===== src/rtl/bist_pkg.sv =====
// Shared types and constants for the PRBS memory BIST engine.
// Holds the FSM encoding and the MISR polynomial taps.
package bist_pkg;

    typedef enum logic [2:0] {
        S_IDLE,
        S_WRITE,
        S_READ,
        S_DRAIN,
        S_CMP,
        S_DONE
    } state_t;

    // Feedback taps at bits 15, 13, 12, 10 (x^16+x^14+x^13+x^11+1)
    localparam logic [15:0] MISR_TAPS = 16'hB400;
    localparam logic [15:0] MISR_RST  = 16'h0000;

    function automatic logic [15:0] misr_step(
        input logic [15:0] m,
        input logic [15:0] d
    );
        return {m[14:0], ^(m & MISR_TAPS)} ^ d;
    endfunction

endpackage


===== src/rtl/misr_16b.sv =====
// 16-bit multiple-input signature register.
// clr wins over en; both act on the rising clock edge.
module misr_16b (
    input  logic        clk,
    input  logic        rstn,
    input  logic        clr,
    input  logic        en,
    input  logic [15:0] d,
    output logic [15:0] sig
);
    import bist_pkg::*;

    // Signature register: clear, fold one word, or hold
    always_ff @(posedge clk or negedge rstn) begin
        if (!rstn) begin
            sig <= MISR_RST;
        end else if (clr) begin
            sig <= MISR_RST;
        end else if (en) begin
            sig <= misr_step(sig, d);
        end
    end

endmodule


===== src/rtl/prbs_mem_bist.sv =====
// PRBS-driven SRAM BIST: write sweep, read sweep, then
// compare the write and read signatures.
module prbs_mem_bist #(
    parameter int ADDR_W = 6,
    parameter int DATA_W = 16
) (
    input  logic              clk,
    input  logic              rstn,
    input  logic              start,
    input  logic [DATA_W-1:0] lfsr_data,
    output logic              mem_req,
    output logic              mem_we,
    output logic [ADDR_W-1:0] mem_addr,
    output logic [DATA_W-1:0] mem_wdata,
    input  logic [DATA_W-1:0] mem_rdata,
    output logic              busy,
    output logic              done,
    output logic              pass,
    output logic [15:0]       sig_w,
    output logic [15:0]       sig_r
);
    import bist_pkg::*;

    localparam int N = 1 << ADDR_W;
    localparam logic [ADDR_W-1:0] LAST = ADDR_W'(N - 1);

    state_t            state;
    logic [ADDR_W-1:0] addr;
    logic              rd_pend;
    logic              clr;

    assign clr       = (state == S_IDLE) && start;
    assign mem_addr  = addr;
    assign mem_wdata = mem_we ? lfsr_data : '0;

    misr_16b u_misr_w (
        .clk  (clk),
        .rstn (rstn),
        .clr  (clr),
        .en   (state == S_WRITE),
        .d    (lfsr_data),
        .sig  (sig_w)
    );

    misr_16b u_misr_r (
        .clk  (clk),
        .rstn (rstn),
        .clr  (clr),
        .en   (rd_pend),
        .d    (mem_rdata),
        .sig  (sig_r)
    );

    // Sequencer: state, address sweep, read-pending and registered outputs
    always_ff @(posedge clk or negedge rstn) begin
        if (!rstn) begin
            state   <= S_IDLE;
            addr    <= '0;
            rd_pend <= 1'b0;
            mem_req <= 1'b0;
            mem_we  <= 1'b0;
            busy    <= 1'b0;
            done    <= 1'b0;
            pass    <= 1'b0;
        end else begin
            rd_pend <= (state == S_READ);
            unique case (state)
                S_IDLE: begin
                    done <= 1'b0;
                    if (start) begin
                        state   <= S_WRITE;
                        addr    <= '0;
                        pass    <= 1'b0;
                        busy    <= 1'b1;
                        mem_req <= 1'b1;
                        mem_we  <= 1'b1;
                    end
                end
                S_WRITE: begin
                    addr <= addr + 1'b1;
                    if (addr == LAST) begin
                        state  <= S_READ;
                        mem_we <= 1'b0;
                    end
                end
                S_READ: begin
                    addr <= addr + 1'b1;
                    if (addr == LAST) begin
                        state   <= S_DRAIN;
                        mem_req <= 1'b0;
                    end
                end
                S_DRAIN: begin
                    state <= S_CMP;
                end
                S_CMP: begin
                    state <= S_DONE;
                    pass  <= (sig_w == sig_r);
                    busy  <= 1'b0;
                    done  <= 1'b1;
                end
                S_DONE: begin
                    state <= S_IDLE;
                    done  <= 1'b0;
                end
                default: begin
                    state <= S_IDLE;
                end
            endcase
        end
    end

endmodule


===== config.mk =====
export PLATFORM = sky130hd
export DESIGN_NAME = prbs_mem_bist
export DESIGN_NICKNAME = d
export VERILOG_FILES = /design/src/rtl/bist_pkg.sv /design/src/rtl/misr_16b.sv /design/src/rtl/prbs_mem_bist.sv
export SDC_FILE = /design/constraint.sdc
export NUM_CORES = 1
export LEC_CHECK = 0
export ABC_AREA = 1
export CAP_MARGIN = 5
export CORE_MARGIN = 2
export CORE_UTILIZATION = 42
export CTS_BUF_LIST = sky130_fd_sc_hd__clkbuf_4
export DETAILED_ROUTE_END_ITERATION = 6
export PLACE_DENSITY = 0.85
export SETUP_SLACK_MARGIN = 0.2
export SLEW_MARGIN = 20
export SYNTH_ARGS = -nofsm -noshare
export SYNTH_HDL_FRONTEND = slang
export SYNTH_HIERARCHICAL = 1
export SYNTH_SLANG_ARGS = --single-unit

===== constraint.sdc =====
create_clock -name clk -period 1.4 [get_ports clk]
set_clock_uncertainty 0.15 [all_clocks]
set_input_delay 0.28 -clock clk [delete_from_list [all_inputs] [get_ports clk]]
set_output_delay 0.28 -clock clk [all_outputs]
set_load 0.01 [all_outputs]

==> impl_metrics.ini <==
[synthesis]
synth_area_mm2 = 0.002668
async_flop_share_pct = 100.0
synth_seq_cells = 47
synthTopCellsByArea = dfrtp_1 (44%), nand2_1 (14%), xnor2_1 (11%)
yosysMostFrequentCell = nand2_1
syn_inst = 345
ys_warn_count = 6
synthTopCellsByCount = nand2_1 (103), inv_1 (53), dfrtp_1 (47)
synth_edf_count = 0
avgSynthCellArea_um2 = 7.732
ys_types = 26
synth_top_area_share_pct = 44.09
synth_largest_area_cell = dfrtp_1
synth_nets = 381
seq_area_frac_synth_pct = 44.09
ys.flop_type = dfrtp_1

[pwr]
leakage_nw = 2.717
power.total_mw = 12.51
power_density_mw_per_mm2 = 2354
peakVddDrop_mv = 1.598

[worst_setup_path]
crit_chain = buf_6 -> buf_12 -> nand2_2 -> inv_1 -> buf_2
timing_worst_setup_path_type = reg2out
crit_arrival_ns = 1.36
worstSetupStartpoint = mem_we
path_buf_inv = 4
reg2reg_from = state[0]
critical_path.endpoint_type = output pin
crit_fanout = 7
slowest_delay_ns = 0.47
crit_cells = 5
cp.required_ns = 0.97
slowest_stage = dfrtp_2
ff2ff_path_depth = 10
rrSetupSlack_ns = -0.31
setup.worst_path.end = mem_wdata[2]
worstReg2RegEnd = u_misr_r/sig[0]
cp_top_family = flip-flops
cp-start-kind = flop

[cells_and_area]
postLayoutCellArea_mm2 = 0.005313
utilization_pct = 85.12
antenna_cells = 0
final_nets = 598
drive_gt1_share_pct = 57.37
instances_no_fill = 640
area_growth_pct = 99.16
fill_cells = 318

[clock_tree]
cts_buffer_depth = 2
cts_buffers = 5
h-tree-depth = 2
cts_sinks = 47
clock_latency_ns = 0.39
cts_tree = built
cts.clk_slew.worst_paths_ns = 0.16
cts_root_buf = clkbuf_4

[grt]
track_usage_pct = 28.95
grt_antenna_before_repair = 0
overflow = 0
grt_pass1_wl_um = 16110
grt_pass1_vias = 3366
grt_max_degree = 30

[sta]
timing.fmax_mhz = 559.8
period_minus_slack_ns = 1.786
drv_slew = 0
fin_crit_sh_pct = 127.6
hold_viol = 0
slew_headroom_pct = 73.56
timing.hold.ws_ns = 0.2584
worst_pin_slew_ns = 0.3966
setup_violations = 67
layout_setup_ws_ns = -0.3863
rsz0062_at_grt = true

[drt]
first_pass_iters = 4
routed_wl_um = 11620
drt_iter0_markers = 199
num_vias = 3298
drc_errors = 0
routed_via_density = 5.153
wl_per_cell_um = 18.16
ant_nets = 0

[job]
cap_violations = 0

[floorplan]
fp.dieH_um = 83.70
core_area_mm2 = 0.006241
dieWidth_um = 83.70
rows = 29
initial_utilization_pct = 42.74
die-area_mm2 = 0.007005
io_pins = 94

[outcome]
violations = negative setup slack
outcome = finished, violations left

[placement]
postPlaceCellArea_mm2 = 0.004265
dp_hpwl_um = 6041
io_buffers = 93
gp_congestion = 0.8904
dp.cells = 580

[hold_path]
holdCritPathClass = in2async
-- where the power goes --
group | leakage (nW) | total (mW) | switching [mW] | internal, mW
registers | 0.600 | 2.32 | 0.433 | 1.89
logic | 2.06 | 9.13 | 4.76 | 4.37
clock network | 0.0559 | 1.05 | 0.473 | 0.577
-- worst reg2reg max path, cell delays in order (launching register included) --
cell	delay, ns
dfrtp_2	0.48
nor2_4	0.18
nand3_4	0.11
inv_4	0.10
buf_6	0.10
buf_6	0.09
nor2_4	0.04
buf_4	0.13
buf_6	0.11
nand3_4	0.06
nand2_2	0.05
-- cell families (layout without fill, tap and decap cells) --
logic type	count (synthesis)	in the layout	synth area share, %
and+or+nand+nor	149	149	23.31
buffers and inverters	64	282	9.521
DFF	47	47	44.09
AOI/OAI and AO/OA	42	42	8.818
xor gates and xnor gates	42	42	13.79
adders and majority gates	1	1	0.4690
-- repair_timing --
action                                  CTS  global route
endpoints found under the setup margin  106           106
pin swaps                                51            33
gates resized for setup                 379            79
endpoints found under the hold margin    47             0
gates cloned                              3             0
hold buffers                              1             0
setup buffers                            35            13
-- metal layers --
layer	track usage, %	up-vias	part of all wire [%]
met2	53.24	173	54
met4	11.44	0	4.6
met3	7.023	48	6.6
met1	31.84	1585	34
met5	0	-	0
li1	-	1492	-
-- how the worst min path moves through the flow --
stage / startpoint / end / depth (start not counted) / slack, ns
final: rstn / mem_addr[1] / 3 / 0.26
after global routing: rstn / u_misr_r/sig[3] / 3 / 0.27
after CTS: rstn / mem_addr[1] / 3 / 0.26
after detailed placement: rstn / mem_addr[1] / 2 / 0.13
after global placement: rstn / u_misr_r/sig[0] / 2 / 0.12
after floorplan: rstn / busy / 0 / -0.17
-- area by class of cell --
type | instances | area, um^2 | share of cell area, %
multi-input cells | 234 | 1760 | 33.14
inverters | 58 | 252.7 | 4.757
repair inverters | 2 | 23.77 | 0.4475
repair buffers | 214 | 1893 | 35.63
flip-flops and latches | 47 | 1181 | 22.23
clock inverters | 2 | 60.06 | 1.130
well taps | 77 | 96.34 | 1.813
clock buffers | 6 | 45.04 | 0.8479
-- flip-flops by register name (all words and copies together) (netlist names) --
register      count
busy              1
done              1
mem_addr          6
mem_req           1
mem_we            1
pass              1
rd_pend           1
state             3
u_misr_r/sig     16
u_misr_w/sig     16
-- cells in the final DEF, fill, tap and decap left out, types with 17 or more instances in the layout --
master and count:
nand2_2 21, xnor2_1 34, nand2_4 21, inv_2 17, nand2_1 62, o21ai_2 24
inv_1 33, buf_4 69, buf_2 39, clkdlybuf4s50_1 33, dfrtp_1 43, buf_6 69
-- per-stage QoR --
stage	setup TNS (ns)	setup slack, ns
finish	-14.56	-0.3863
global placement	-19.00	-0.4901
detailed placement	-20.29	-0.5357
CTS	-8.352	-0.3310
global route	-17.35	-0.4326
floorplan	-0.9988	-0.04435
Note: power is estimated with default switching activity, not from simulation.
